### src/rtl/ether_pkg.sv
// ---------------------------------------------------------------------------
// ether_pkg
// Shared types and constants for the link-aware TX stream gate.
//   link_state_t  : debounced link FSM states
//   frame_state_t : per-frame forwarding decision states
//   LINK_UP_CYCLES_DEFAULT : default healthy-cycle count before link is up
// ---------------------------------------------------------------------------
package ether_pkg;

   typedef enum logic [1:0] {
      DOWN   = 2'd0,
      SETTLE = 2'd1,
      UP     = 2'd2
   } link_state_t;

   typedef enum logic [1:0] {
      IDLE = 2'd0,
      PASS = 2'd1,
      DROP = 2'd2
   } frame_state_t;

   localparam int unsigned LINK_UP_CYCLES_DEFAULT = 1024;

endpackage

### src/rtl/axis_skid_buf.sv
// ---------------------------------------------------------------------------
// axis_skid_buf
// Two-entry AXI4-Stream register slice. The output register gives one cycle
// of latency; the skid register catches the beat already in flight when the
// sink stops accepting, so s_ready can be a plain flop output.
// Ports:
//   clk, rst            clock, synchronous active-high reset
//   s_data/s_valid/s_ready  upstream side, WIDTH-bit opaque payload
//   m_data/m_valid/m_ready  downstream side
// ---------------------------------------------------------------------------
module axis_skid_buf #(
   parameter int unsigned WIDTH = 74
) (
   input  logic             clk,
   input  logic             rst,
   input  logic [WIDTH-1:0] s_data,
   input  logic             s_valid,
   output logic             s_ready,
   output logic [WIDTH-1:0] m_data,
   output logic             m_valid,
   input  logic             m_ready
);

   logic             out_valid_q, out_valid_d;
   logic [WIDTH-1:0] out_data_q,  out_data_d;
   logic             skid_valid_q, skid_valid_d;
   logic [WIDTH-1:0] skid_data_q,  skid_data_d;
   logic             s_fire;

   assign s_ready = ~skid_valid_q;
   assign m_valid = out_valid_q;
   assign m_data  = out_data_q;
   assign s_fire  = s_valid & ~skid_valid_q;

   always_comb begin
      out_valid_d  = out_valid_q;
      out_data_d   = out_data_q;
      skid_valid_d = skid_valid_q;
      skid_data_d  = skid_data_q;
      if (m_ready | ~out_valid_q) begin
         // Output register is free this cycle: refill from skid first to
         // keep order, otherwise take the incoming beat directly.
         if (skid_valid_q) begin
            out_valid_d  = 1'b1;
            out_data_d   = skid_data_q;
            skid_valid_d = 1'b0;
         end else begin
            out_valid_d = s_fire;
            if (s_fire) begin
               out_data_d = s_data;
            end
         end
      end else if (s_fire) begin
         skid_valid_d = 1'b1;
         skid_data_d  = s_data;
      end
   end

   always_ff @(posedge clk) begin
      if (rst) begin
         out_valid_q  <= 1'b0;
         out_data_q   <= '0;
         skid_valid_q <= 1'b0;
         skid_data_q  <= '0;
      end else begin
         out_valid_q  <= out_valid_d;
         out_data_q   <= out_data_d;
         skid_valid_q <= skid_valid_d;
         skid_data_q  <= skid_data_d;
      end
   end

endmodule

### src/rtl/ether_tx_gate.sv
// ---------------------------------------------------------------------------
// ether_tx_gate
// Link-aware gate between the user TX stream and the MAC TX stream.
// Debounces MAC health into LINK_UP, forwards whole frames only while the
// link is up, flags frames hit by a link fault with TUSER on their TLAST
// beat, and silently drains frames that start while the link is down.
//
// Optional feature macro: ETHER_TX_GATE_STATS_EN adds the FRAMES_SENT,
// FRAMES_DROPPED and FRAMES_ABORTED counter ports.
//
// Ports:
//   CTL_CLK, CTL_RESET            clock, synchronous active-high reset
//   STAT_TX_LOCAL_FAULT, STAT_RX_STATUS, CTL_TX_ENABLE   link health inputs
//   S_AXIS_*                      user TX stream in
//   M_AXIS_TX_*                   MAC TX stream out (TUSER = abort frame)
//   LINK_UP                       debounced link state
//   FRAMES_*                      statistics (macro only)
//
// Link FSM
//   state  | meaning
//   DOWN   | link unhealthy or just lost
//   SETTLE | healthy, counting down to LINK_UP_CYCLES healthy cycles
//   UP     | LINK_UP asserted
// Frame FSM
//   state  | meaning
//   IDLE   | between frames; first beat picks PASS or DROP
//   PASS   | frame forwarded through skid buffer to MAC
//   DROP   | frame discarded, always ready
// ---------------------------------------------------------------------------
module ether_tx_gate
   import ether_pkg::*;
#(
   parameter int unsigned DATA_WIDTH     = 64,
   parameter int unsigned LINK_UP_CYCLES = LINK_UP_CYCLES_DEFAULT,
   parameter int unsigned CNT_WIDTH      = 32
) (
   input  logic                    CTL_CLK,
   input  logic                    CTL_RESET,
   input  logic                    STAT_TX_LOCAL_FAULT,
   input  logic                    STAT_RX_STATUS,
   input  logic                    CTL_TX_ENABLE,
   input  logic [DATA_WIDTH-1:0]   S_AXIS_TDATA,
   input  logic [DATA_WIDTH/8-1:0] S_AXIS_TKEEP,
   input  logic                    S_AXIS_TLAST,
   input  logic                    S_AXIS_TVALID,
   output logic                    S_AXIS_TREADY,
   output logic [DATA_WIDTH-1:0]   M_AXIS_TX_TDATA,
   output logic [DATA_WIDTH/8-1:0] M_AXIS_TX_TKEEP,
   output logic                    M_AXIS_TX_TLAST,
   output logic                    M_AXIS_TX_TUSER,
   output logic                    M_AXIS_TX_TVALID,
   input  logic                    M_AXIS_TX_TREADY,
   output logic                    LINK_UP
`ifdef ETHER_TX_GATE_STATS_EN
   ,
   output logic [CNT_WIDTH-1:0]    FRAMES_SENT,
   output logic [CNT_WIDTH-1:0]    FRAMES_DROPPED,
   output logic [CNT_WIDTH-1:0]    FRAMES_ABORTED
`endif
);

   localparam int unsigned KEEP_WIDTH = DATA_WIDTH / 8;
   localparam int unsigned PAY_WIDTH  = DATA_WIDTH + KEEP_WIDTH + 2;
   localparam int unsigned SET_WIDTH  = (LINK_UP_CYCLES > 1) ? $clog2(LINK_UP_CYCLES) : 1;
   localparam logic [SET_WIDTH-1:0] SET_LOAD = SET_WIDTH'(LINK_UP_CYCLES - 1);

   // ---------------- link FSM ----------------
   link_state_t          link_q, link_d;
   logic [SET_WIDTH-1:0] settle_cnt_q, settle_cnt_d;
   logic                 healthy;
   logic                 link_up;
   logic                 link_drop;

   assign healthy   = STAT_RX_STATUS & CTL_TX_ENABLE & ~STAT_TX_LOCAL_FAULT;
   assign link_up   = (link_q == UP);
   assign link_drop = link_up & ~healthy;
   assign LINK_UP   = link_up;

   always_comb begin
      link_d       = link_q;
      settle_cnt_d = settle_cnt_q;
      case (link_q)
         DOWN: begin
            if (healthy) begin
               link_d       = SETTLE;
               settle_cnt_d = SET_LOAD;
            end
         end
         SETTLE: begin
            if (!healthy) begin
               link_d       = DOWN;
               settle_cnt_d = '0;
            end else if (settle_cnt_q == '0) begin
               link_d = UP;
            end else begin
               settle_cnt_d = settle_cnt_q - SET_WIDTH'(1);
            end
         end
         UP: begin
            if (!healthy) begin
               link_d = DOWN;
            end
         end
         default: link_d = DOWN;
      endcase
   end

   // ---------------- frame FSM ----------------
   frame_state_t frame_q, frame_d;
   logic         abort_q, abort_d;
   logic         skid_s_ready;
   logic         skid_s_valid;
   logic         s_fire;
   logic         pass_beat;
   logic         user_in;
   logic [PAY_WIDTH-1:0] pay_in;
   logic [PAY_WIDTH-1:0] pay_out;

   // While dropping we sink beats regardless of MAC back-pressure.
   assign S_AXIS_TREADY = ~CTL_RESET & ((frame_q == DROP) | skid_s_ready);
   assign s_fire        = S_AXIS_TVALID & S_AXIS_TREADY;
   assign pass_beat     = (frame_q == PASS) | ((frame_q == IDLE) & link_up);
   assign skid_s_valid  = s_fire & pass_beat;

   // A link drop in the same cycle as the TLAST beat still aborts it.
   assign user_in = S_AXIS_TLAST & (abort_q | link_drop);
   assign pay_in  = {S_AXIS_TDATA, S_AXIS_TKEEP, S_AXIS_TLAST, user_in};

   always_comb begin
      frame_d = frame_q;
      abort_d = abort_q;
      case (frame_q)
         IDLE: begin
            abort_d = 1'b0;
            if (s_fire & ~S_AXIS_TLAST) begin
               if (link_up) begin
                  frame_d = PASS;
                  abort_d = link_drop;
               end else begin
                  frame_d = DROP;
               end
            end
         end
         PASS: begin
            abort_d = abort_q | link_drop;
            if (s_fire & S_AXIS_TLAST) begin
               frame_d = IDLE;
               abort_d = 1'b0;
            end
         end
         DROP: begin
            if (s_fire & S_AXIS_TLAST) begin
               frame_d = IDLE;
            end
         end
         default: frame_d = IDLE;
      endcase
   end

   always_ff @(posedge CTL_CLK) begin
      if (CTL_RESET) begin
         link_q       <= DOWN;
         settle_cnt_q <= '0;
         frame_q      <= IDLE;
         abort_q      <= 1'b0;
      end else begin
         link_q       <= link_d;
         settle_cnt_q <= settle_cnt_d;
         frame_q      <= frame_d;
         abort_q      <= abort_d;
      end
   end

   axis_skid_buf #(
      .WIDTH (PAY_WIDTH)
   ) u_skid (
      .clk     (CTL_CLK),
      .rst     (CTL_RESET),
      .s_data  (pay_in),
      .s_valid (skid_s_valid),
      .s_ready (skid_s_ready),
      .m_data  (pay_out),
      .m_valid (M_AXIS_TX_TVALID),
      .m_ready (M_AXIS_TX_TREADY)
   );

   assign {M_AXIS_TX_TDATA, M_AXIS_TX_TKEEP, M_AXIS_TX_TLAST, M_AXIS_TX_TUSER} = pay_out;

   // ---------------- statistics ----------------
`ifdef ETHER_TX_GATE_STATS_EN
   logic [CNT_WIDTH-1:0] sent_q, sent_d;
   logic [CNT_WIDTH-1:0] dropped_q, dropped_d;
   logic [CNT_WIDTH-1:0] aborted_q, aborted_d;
   logic                 m_last_fire;
   logic                 drop_last;

   assign m_last_fire = M_AXIS_TX_TVALID & M_AXIS_TX_TREADY & M_AXIS_TX_TLAST;
   // Single-beat frames seen while down are dropped straight from IDLE.
   assign drop_last   = s_fire & S_AXIS_TLAST &
                        ((frame_q == DROP) | ((frame_q == IDLE) & ~link_up));

   always_comb begin
      sent_d    = sent_q;
      dropped_d = dropped_q;
      aborted_d = aborted_q;
      if (m_last_fire & ~M_AXIS_TX_TUSER) begin
         sent_d = sent_q + CNT_WIDTH'(1);
      end
      if (m_last_fire & M_AXIS_TX_TUSER) begin
         aborted_d = aborted_q + CNT_WIDTH'(1);
      end
      if (drop_last) begin
         dropped_d = dropped_q + CNT_WIDTH'(1);
      end
   end

   always_ff @(posedge CTL_CLK) begin
      if (CTL_RESET) begin
         sent_q    <= '0;
         dropped_q <= '0;
         aborted_q <= '0;
      end else begin
         sent_q    <= sent_d;
         dropped_q <= dropped_d;
         aborted_q <= aborted_d;
      end
   end

   assign FRAMES_SENT    = sent_q;
   assign FRAMES_DROPPED = dropped_q;
   assign FRAMES_ABORTED = aborted_q;
`else
   logic unused_cnt_width;
   assign unused_cnt_width = ^CNT_WIDTH;
`endif

endmodule

### config.mk
export PLATFORM = sky130hd
export DESIGN_NAME = ether_tx_gate
export DESIGN_NICKNAME = d
export VERILOG_FILES = /design/src/rtl/ether_pkg.sv /design/src/rtl/axis_skid_buf.sv /design/src/rtl/ether_tx_gate.sv
export SDC_FILE = /design/constraint.sdc
export NUM_CORES = 1
export LEC_CHECK = 0
export BUFFER_PORTS_ARGS = -buffer_cell sky130_fd_sc_hd__buf_2
export CELL_PAD_IN_SITES_DETAIL_PLACEMENT = 1
export CELL_PAD_IN_SITES_GLOBAL_PLACEMENT = 1
export CORE_ASPECT_RATIO = 1.5
export CORE_UTILIZATION = 43
export DETAILED_ROUTE_END_ITERATION = 8
export GPL_TIMING_DRIVEN = 0
export HOLD_SLACK_MARGIN = 0.03
export PLACE_DENSITY = 0.94
export SETUP_SLACK_MARGIN = 0.3
export SLEW_MARGIN = 20
export SYNTH_ARGS = -nofsm -noshare
export SYNTH_HDL_FRONTEND = slang
export SYNTH_SLANG_ARGS = --single-unit
### constraint.sdc
create_clock -name CTL_CLK -period 6.9 [get_ports CTL_CLK]
set_input_delay 0.345 -clock CTL_CLK [delete_from_list [all_inputs] [get_ports CTL_CLK]]
set_output_delay 0.345 -clock CTL_CLK [all_outputs]
set_load 0.02 [all_outputs]
==> Yosys cells after proc, flatten, opt, wreduce, memory -nomap -nowiden <==
Cells that the tools add are included.
{ "word_totals": {"latch_bits": 0, "mem_bits_ro": 0, "reg_bits": 165, "n_memories": 0, "mem_bits_rw": 0} }
{ "classes": {"add_sub_neg": 1, "div_mod_pow": 0, "multipliers": 0, "n_mux": 20, "n_bitwise": 22, "magnitude_cmp": 0, "n_reduce_logical": 13, "n_shift": 0, "n_eq_ne": 10} }
{ "op_table": {"columns": ["op", "count"], "rows": [
  ["$mux W74", 2],
  ["$mux W10", 3],
  ["$pmux W10 S2", 1],
  ["$mux W2", 7],
  ["$and A1 B1 Y1", 11],
  ["$logic_not A10 Y1", 1],
  ["$sub A10 B1 Y10 const B", 1],
  ["$not A1 Y1", 7],
  ["$ne A3 B3 Y1 const B", 2],
  ["$pmux W2 S3", 1],
  ["$reduce_and A2 Y1", 3],
  ["$reduce_and A3 Y1", 2],
  ["$reduce_bool A2 Y1", 3],
  ["$eq A2 B1 Y1 const B", 2],
  ["$eq A2 B2 Y1 const B", 2],
  ["$logic_not A2 Y1", 2],
  ["$mux W1", 4],
  ["$ne A2 B1 Y1 const B", 2],
  ["$ne A2 B2 Y1 const B", 2],
  ["$or A1 B1 Y1", 4],
  ["$pmux W2 S2", 1],
  ["$reduce_or A2 Y1", 2],
  ["$pmux W1 S2", 1]
]} }

==> Longest topological paths before layout <==
Gate-level depths: netlist of run 1.
{ "logic_depth": {"depth_word": 8, "ltp_mapped": 8} }

==> Cells and area by module <==
A second synthesis of run 1 with hierarchy kept.
{ "hier_totals": {"hier_cells": 798, "hier_area_um2": 7302.0} }
{ "by_module_without_submodules": {"columns": ["module", "seq_area_each_um2", "cells_each", "n_inst", "area_per_inst_um2"], "rows": [
  ["axis_skid_buf", 3002.9, 670, 1, 6302.3],
  ["ether_tx_gate", 300.3, 128, 1, 999.7]
]} }

==> Worst setup path after synthesis of run 1 <==
Ideal clock, no wire load.
{ "synth_timing": {"kind": "register to register", "start": "register settle_cnt_q[0]", "end": "register settle_cnt_q[7]", "setup_ns": 0.116, "setup_slack_ns": 4.721, "n_path_buf": 1, "synth_period_minus_slack_ns": 2.179, "stages_incl_launch_ff": 8, "arrival_time_ns": 2.063, "cell_sequence": "dfxtp_1 inv_1 ha_1 or3b_2 or4_4 buf_6 and3_4 o211a_1"} }
{ "synth_between": {"elab_chain_cells": 4, "elab_cells_between_ends": 7, "classes_between": "add/sub (1); eq/ne (1); mux (3); reduce/logical (2)"} }
{ "synth_lines": {"columns": ["element", "line", "rtl"], "rows": [
  ["start, declared", "ether_tx_gate.sv:69", "logic [SET_WIDTH-1:0] settle_cnt_q, settle_cnt_d;"],
  ["start signal, assigned", "ether_tx_gate.sv:168", "settle_cnt_q <= settle_cnt_d;"],
  ["$sub A10 B1 Y10", "ether_tx_gate.sv:96", "settle_cnt_d = settle_cnt_q - SET_WIDTH'(1);"],
  ["$mux W10", "ether_tx_gate.sv:93", "end else if (settle_cnt_q == '0) begin"],
  ["$mux W10", "ether_tx_gate.sv:90", "if (!healthy) begin"],
  ["$pmux W10 S2", "ether_tx_gate.sv:82", "case (link_q)"]
]} }
Several ways; a longest one is shown, not always the timed one. The select of a mux whose other input is x is not followed.
A chain may end at the register's enable or synchronous reset.

==> Worst setup path after layout of run 1 <==
{ "layout_timing": {"start": "register frame_q[0]", "end": "register u_skid.out_data_q[8], in the netlist u_skid.m_data[8]"} }
{ "layout_between": {"elab_chain_cells": 8, "elab_cells_between_ends": 12, "classes_between": "eq/ne (2); bitwise (7); reduce/logical (3)"} }
{ "layout_lines": {"columns": ["element", "line", "rtl"], "rows": [
  ["start, declared", "ether_tx_gate.sv:109", "frame_state_t frame_q, frame_d;"],
  ["start signal, assigned", "ether_tx_gate.sv:169", "frame_q <= frame_d;"],
  ["$eq A2 B2 Y1", "ether_tx_gate.sv:120", "assign S_AXIS_TREADY = ~CTL_RESET & ((frame_q == DROP) | skid_s_ready);"],
  ["$or A1 B1 Y1", "ether_tx_gate.sv:120", null],
  ["$and A1 B1 Y1", "ether_tx_gate.sv:120", null],
  ["$and A1 B1 Y1", "ether_tx_gate.sv:121", "assign s_fire = S_AXIS_TVALID & S_AXIS_TREADY;"],
  ["$and A1 B1 Y1 (*)", "ether_tx_gate.sv:123", "assign skid_s_valid = s_fire & pass_beat;"],
  ["$and A1 B1 Y1 (*)", "axis_skid_buf.sv:33", "assign s_fire = s_valid & ~skid_valid_q;"],
  ["$reduce_bool A2 Y1 (no line) (*)", null, null],
  ["$reduce_and A2 Y1 (no line) (*)", null, null],
  ["end signal, assigned", "axis_skid_buf.sv:67", "out_data_q <= out_data_d;"],
  ["end, declared", "axis_skid_buf.sv:25", "logic [WIDTH-1:0] out_data_q, out_data_d;"]
]} }
Every way passes the cells marked *; elsewhere a longest branch is shown, timed or not.

==> flow_metrics.env, run 1 <==
export IMPL_synth_compound_area_share_pct=18.14
export IMPL_final_max_slew_violation_count=0
export IMPL_numCtsBuffers=17
export IMPL_seq_area_mm2=0.003303
export IMPL_synth_xor_area_share_pct=0.1292
export IMPL_ys_async_sr_fraction_pct=0
export IMPL_ys_types=43
export IMPL_die_w_um=104.5
export IMPL_clk_pin_slew_worst_paths_ps=70
export IMPL_pin_count=157
export IMPL_grt_max_degree=17
export IMPL_first_pass_iters=4
export IMPL_arrival_ps=3040
export IMPL_synth_most_common_cell="dfxtp_1"
export IMPL_multi_input_area_mm2=0.003178
export IMPL_core_rowCount=55
export IMPL_synth_seq_cells=165
export IMPL_setup_tns_ps=0
export IMPL_fillCellCount=1900
export IMPL_crit_path_end_kind="flip-flop"
export IMPL_cts_hold_buffers=0
export IMPL_synth_top_family_by_area="compound AO/OA/AOI/OAI gates"
export IMPL_synth_avg_cell_area_um2=8.650
export IMPL_layout_drive_gt1_share_pct=21.30
export IMPL_min_period_over_period_pct=40.18
export IMPL_syn_inst=784
export IMPL_grt_pass1_vias=6930
export IMPL_yosysTopAreaCellShare_pct=48.71
export IMPL_setup_ws_ps=4128
export IMPL_routed_via_density=5.515
export IMPL_cts_resized=0
export IMPL_clk_path_buf_depth=2
export IMPL_finalCriticalPeriod_ps=2772
export IMPL_synth_edf_count=0
export IMPL_die_height_um=155.8
export IMPL_antenna_found_initial=2
export IMPL_grt_util_all_layers_pct=27.32
export IMPL_synth_simple_area_share_pct=16.92
export IMPL_place_ws_ps=4249
export IMPL_whs_path_depth=3
export IMPL_grt_overflow=0
export IMPL_critPathKind="flip-flop to flip-flop"
export IMPL_netlist_top_cells_area="dfxtp_1 (49%), mux2i_1 (11%), nand2_1 (8.5%)"
export IMPL_globalplace_congestion=0.8186
export IMPL_start_util_pct=44.39
export IMPL_start_kind="flip-flop"
export IMPL_worst_pin_slew_ps=801.6
export IMPL_critPathRequiredTime_ps=7170
export IMPL_ir_drop_uv=153.5
export IMPL_max_cap_violations=0
export IMPL_synth_main_ff_cell="dfxtp_1"
export IMPL_root_buffer="clkbuf_16"
export IMPL_hpwl_um=15550
export IMPL_path_depth=7
export IMPL_status="completed"
export IMPL_clk_latency_ps=430
export IMPL_io_buffers=156
export IMPL_synthAdderAreaFrac_pct=0.7380
export IMPL_achievable_frequency_mhz=360.7
export IMPL_final_nets=1043
export IMPL_synth_common_cells="dfxtp_1 (165), nand2_1 (153), a21oi_1 (84)"
export IMPL_cts_tree="yes"
export IMPL_cp_max_fo=10
export IMPL_coreArea_mm2=0.01528
export IMPL_worstPathCellList="inv_1 -> ha_1 -> nand3b_1 -> a221oi_1 -> clkbuf_1 -> clkbuf_1 -> a211oi_1"
export IMPL_power_leakage_nw=3.041
export IMPL_fin_skew_ps=13.83
export IMPL_cts_max_level=4
export IMPL_crit_family="buffers and inverters"
export IMPL_syn_nets=868
export IMPL_yosysSeqAreaShare_pct=48.71
export IMPL_relSlewSlack_pct=46.56
export IMPL_rsz0062_at_grt="false"
export IMPL_hold_violations=0
export IMPL_netlist_area_mm2=0.006782
export IMPL_yosys_warnings=0
export IMPL_cp_slowest_cell="a221oi_1"
export IMPL_drc=0
export IMPL_fin_util_pct=54.75
export IMPL_power_density_mw_per_mm2=235.4
export IMPL_synthToLayoutAreaGrowth_pct=23.34
export IMPL_drtIter0Drc=213
export IMPL_synth_mux_area_share_pct=10.94
export IMPL_postRouteAntennaNets=0
export IMPL_critPathBufInv=3
export IMPL_critPathMostFrequentCell="clkbuf_1"
export IMPL_die_area_mm2=0.01629
export IMPL_worst_hold_path_type="input pin to flip-flop"
export IMPL_grt_pass1_wl_um=34960
export IMPL_synth_top_area_cell="dfxtp_1"
export IMPL_cts_sinks=165
export IMPL_report_power_total_mw=1.969
export IMPL_routed_wirelength_um=21750
export IMPL_vias=6464
export IMPL_slowest_delay_ps=560
export IMPL_reg2reg_depth=7
export IMPL_routedWlPerCell_um=18.56
export IMPL_setup_violations_final=0
export IMPL_cts_setup_buffers=0
==> path summary, 6_finish.rpt <==
| kind | from | endpoint | slack (ps) |
|---|---|---|---|
| setup reg to reg | frame_q[0] | u_skid.m_data[8] | 4130 |
| hold / removal | S_AXIS_TDATA[8] | u_skid.skid_data_q[18] | 160 |
| setup / recovery | frame_q[0] | u_skid.m_data[8] | 4130 |
| hold reg to reg | u_skid.skid_data_q[31] | u_skid.skid_data_q[31] | 460 |
==> tightest hold or removal path: cells and delay by family <==
| family | cells | cell delay, ps |
|---|---|---|
| buffers and inverters | 1 | 110 |
| AND/OR/NAND/NOR | 1 | 50 |
| AO/OA/AOI/OAI | 1 | 50 |
==> final cells by class <==
cell class | instances | area share [%]
antenna | 1 | 0.02992
buffer | 63 | 3.096
clock buffer | 21 | 5.505
clock inverter | 11 | 1.077
inverter | 11 | 0.4936
multi-input combinational | 545 | 38.00
sequential | 165 | 39.49
tap | 199 | 2.977
timing repair buffer | 156 | 9.334
==> registers in the layout, indices dropped and copies added (netlist names) <==
register and flops:
abort_q 1, frame_q 2, link_q 2, settle_cnt_q 10
u_skid.m_data 74, u_skid.m_valid 1, u_skid.skid_data_q 74, u_skid.skid_valid_q 1
==> where the power goes <==
group,switching [mW],internal [mW],total [mW]
Clock,0.409,0.487,0.896
Combinational,0.0661,0.0430,0.109
Sequential,0.00702,0.957,0.964
Total,0.482,1.49,1.97
==> routing by layer <==
layer	global-route usage [%]	part of all wire (%)
met5	0	0.10
met1	27.97	38
met3	6.266	4.0
met2	50.84	54
met4	15.17	3.8
==> kinds of logic after synthesis <==
group,Yosys count
and+or+nand+nor,276
AOI/OAI and AO/OA,190
DFF,165
buffers and inverters,74
muxes,74
adders and majority gates,4
xor gates and xnor gates,1
==> metrics by stage <==
stage	hold slack (ps)	instances	cell area (um^2)
5_1_grt	163.0	1171	8362
3_5_place_dp	446.6	1139	7811
6_report	162.2	1172	8364
3_3_place_gp	440.8	1139	7811
2_1_floorplan	432.9	784	6782
4_1_cts	150.4	1171	8362
==> cell usage in the layout, fill, tap and decap left out, drive strengths merged, types with 2 or more instances in the layout <==
| cell type | count |
|---|---|
| a221oi | 2 |
| nand2b | 6 |
| a21oi | 84 |
| clkinvlp | 4 |
| and3b | 2 |
| nor4 | 3 |
| or4 | 3 |
| o21ai | 6 |
| a31oi | 3 |
| a41oi | 3 |
| or3b | 2 |
| mux2i | 73 |
| ha | 4 |
| inv | 16 |
| a21o | 2 |
| nand3b | 2 |
| a211oi | 77 |
| a2111oi | 4 |
| dfxtp | 165 |
| nand3 | 4 |
| nor3 | 11 |
| nand2 | 153 |
| clkbuf | 65 |
| nor2b | 4 |
| nor2 | 83 |
| clkinv | 2 |
| buf | 175 |
(Power assumes the default switching activity.)
==> run 2: changes to the inputs <==
CORE_UTILIZATION = 40   (was 43)
PLACE_DENSITY = 0.89   (was 0.94)
clock period = 2.65 ns   (was 6.9 ns; I/O delays follow)
==> run 2 against run 1 <==
  * Fmax up 20%
  * Via count grew 6.1%
  * Cell area rose by 10%
  * Flip-flop and latch count stayed put
  * Sequential power increased to 2.6 times the previous value
  * Power increased to 2.7 times the previous value
  * Non-clock buffer count increased by 75
  * Critical path type unchanged
  * Critical endpoint is now u_skid.m_data[35]
  * Largest power group unchanged
  * Highest routed layer is now met4
==> flow_metrics.env, run 2 (same netlist as run 1, synthesis figures left out) <==
export IMPL_grt_overflow=0
export IMPL_hold_violations=0
export IMPL_grt_pass1_vias=7551
export IMPL_drtIter0Drc=245
export IMPL_clk_latency_ps=440
export IMPL_critPathBufInv=3
export IMPL_antenna_found_initial=2
export IMPL_grt_util_all_layers_pct=28.83
export IMPL_start_kind="flip-flop"
export IMPL_layout_drive_gt1_share_pct=22.06
export IMPL_layout_common_cells="buf_2 (168), dfxtp_1 (165), nand2_1 (153)"
export IMPL_place_area_mm2=0.007820
export IMPL_worst_pin_slew_ps=899.8
export IMPL_arrival_ps=2620
export IMPL_root_buffer="clkbuf_16"
export IMPL_ir_drop_uv=367.1
export IMPL_die_w_um=108.3
export IMPL_hpwl_um=14800
export IMPL_achievable_frequency_mhz=432.8
export IMPL_power_density_mw_per_mm2=577.2
export IMPL_numCtsBuffers=17
export IMPL_cp_max_fo=10
export IMPL_io_buffers=156
export IMPL_cts_max_level=4
export IMPL_crit_path_end_kind="flip-flop"
export IMPL_final_cells=1255
export IMPL_slowest_delay_ps=400
export IMPL_worst_hold_path_type="input pin to flip-flop"
export IMPL_pin_count=157
export IMPL_setup_violations_final=0
export IMPL_switching_share_pct=23.91
export IMPL_mostFrequentLayoutCell="buf_2"
export IMPL_max_cap_violations=0
export IMPL_cts_tree="yes"
export IMPL_postRouteAntennaNets=0
export IMPL_setup_tns_ps=0
export IMPL_globalplace_congestion=0.8372
export IMPL_synthToLayoutAreaGrowth_pct=36.07
export IMPL_combPwrFrac_pct=7.1
export IMPL_final_nets=1118
export IMPL_routedWlPerCell_um=19.45
export IMPL_dr_max_layer_used="met4"
export IMPL_cp_slowest_cell="a221oi_4"
export IMPL_start_util_pct=41.34
export IMPL_wl_met1_um=9127
export IMPL_first_pass_iters=4
export IMPL_internal_power_mw=4.053
export IMPL_core_rowCount=57
export IMPL_wl_met2_um=13130
export IMPL_final_max_slew_violation_count=0
export IMPL_grt_max_degree=17
export IMPL_rsz0062_at_grt="true"
export IMPL_relSlewSlack_pct=40.01
export IMPL_power_leakage_nw=3.477
export IMPL_pwr_share_seq_pct=47.1
export IMPL_vias=6856
export IMPL_grt_pass1_wl_um=38430
export IMPL_critPathRequiredTime_ps=2950
export IMPL_crit_family="compound AO/OA/AOI/OAI gates"
export IMPL_power_switching_mw=1.273
export IMPL_dpl_cell_count=1146
export IMPL_drc=0
export IMPL_clk_pin_slew_worst_paths_ps=70
export IMPL_final_area_mm2=0.009228
export IMPL_critPathKind="flip-flop to flip-flop"
export IMPL_report_power_total_mw=5.327
export IMPL_routed_via_density=5.463
export IMPL_die_area_mm2=0.01749
export IMPL_finalCriticalPeriod_ps=2311
export IMPL_dr_wl_met3_um=1031
export IMPL_worstPathCellList="inv_1 -> ha_1 -> nand3b_1 -> a221oi_4 -> buf_6 -> clkbuf_4 -> nor2_1 -> a211oi_1"
export IMPL_power_frac_clock_pct=45.8
export IMPL_cts_sinks=165
export IMPL_coreArea_mm2=0.01640
export IMPL_die_height_um=161.5
export IMPL_fin_skew_ps=16.60
export IMPL_clk_path_buf_depth=2
export IMPL_min_period_over_period_pct=87.19
export IMPL_routed_wirelength_um=24410
export IMPL_status="completed"
==> run 2: changes by cell type in the layout (fill, tap and decap cells not counted), sizes merged <==
cell / delta
dlygate4sd3: +74
inv: -3
clkbuf: +2
clkinv: +2
bufinv: +1
clkinvlp: -1
diode: +1
==> run 2: worst reg2reg max path: stages, from the launching register on <==
cell and delay [ps]:
dfxtp_1 310, inv_1 100, ha_1 250, nand3b_1 260, a221oi_4 400, buf_6 220, clkbuf_4 240, nor2_1 60
a211oi_1 370
==> run 2: final timing paths <==
kind                       endpoint                    from  depth (start not counted)  slack, ps
max               u_skid.m_data[35]              frame_q[0]                          8        340
min             u_skid.skid_valid_q        M_AXIS_TX_TREADY                          3        140
max reg2reg       u_skid.m_data[35]              frame_q[0]                          8        340
min reg2reg  u_skid.skid_data_q[11]  u_skid.skid_data_q[11]                          2        460
==> run 2: what timing repair did <==
item                                    in CTS  in global routing
endpoints found under the hold margin       75                  0
gates cloned                                 0                  0
endpoints found under the setup margin     144                141
hold buffers                                74                  0
buffers inserted                             0                  1
gates resized for setup                     11                 38
pin swaps                                    0                  1
==> run 2: routing by layer <==
metal | track usage, % | vias to the layer above
met2 | 52.29 | 205
met3 | 6.860 | 75
met5 | 0 | -
li1 | - | 3245
met4 | 18.24 | 0
met1 | 28.92 | 3331
==> run 2: final cells by class <==
class                      count  area, um^2
fill                        1980        7176
buffer                        63       302.8
sequential                   165        3303
inverter                      11       41.29
clock buffer                  22       474.2
tap                          206       257.7
multi-input combinational    545        3217
antenna                        2       5.005
clock inverter                10       97.59
timing repair buffer         231        1529
==> run 2: per-stage QoR <==
step / utilization [%] / hold slack, ps / worst slack (ps)
floorplan: - / 223.5 / 471.0
global placement: 47.67 / 384.3 / 38.82
detailed placement: 47.67 / 387.6 / -94.02
CTS: 55.82 / 88.47 / 290.4
global route: 56.25 / 162.4 / 185.4
finish: 56.25 / 139.6 / 339.4
==> run 2: power groups by stage <==
stage	clock [mW]	combinational [mW]	sequential [mW]
floorplan	0	0.147	2.56
global placement	0	0.271	2.57
detailed placement	0	0.277	2.57
CTS	2.46	0.365	2.51
global route	2.58	0.409	2.51
finish	2.44	0.376	2.51
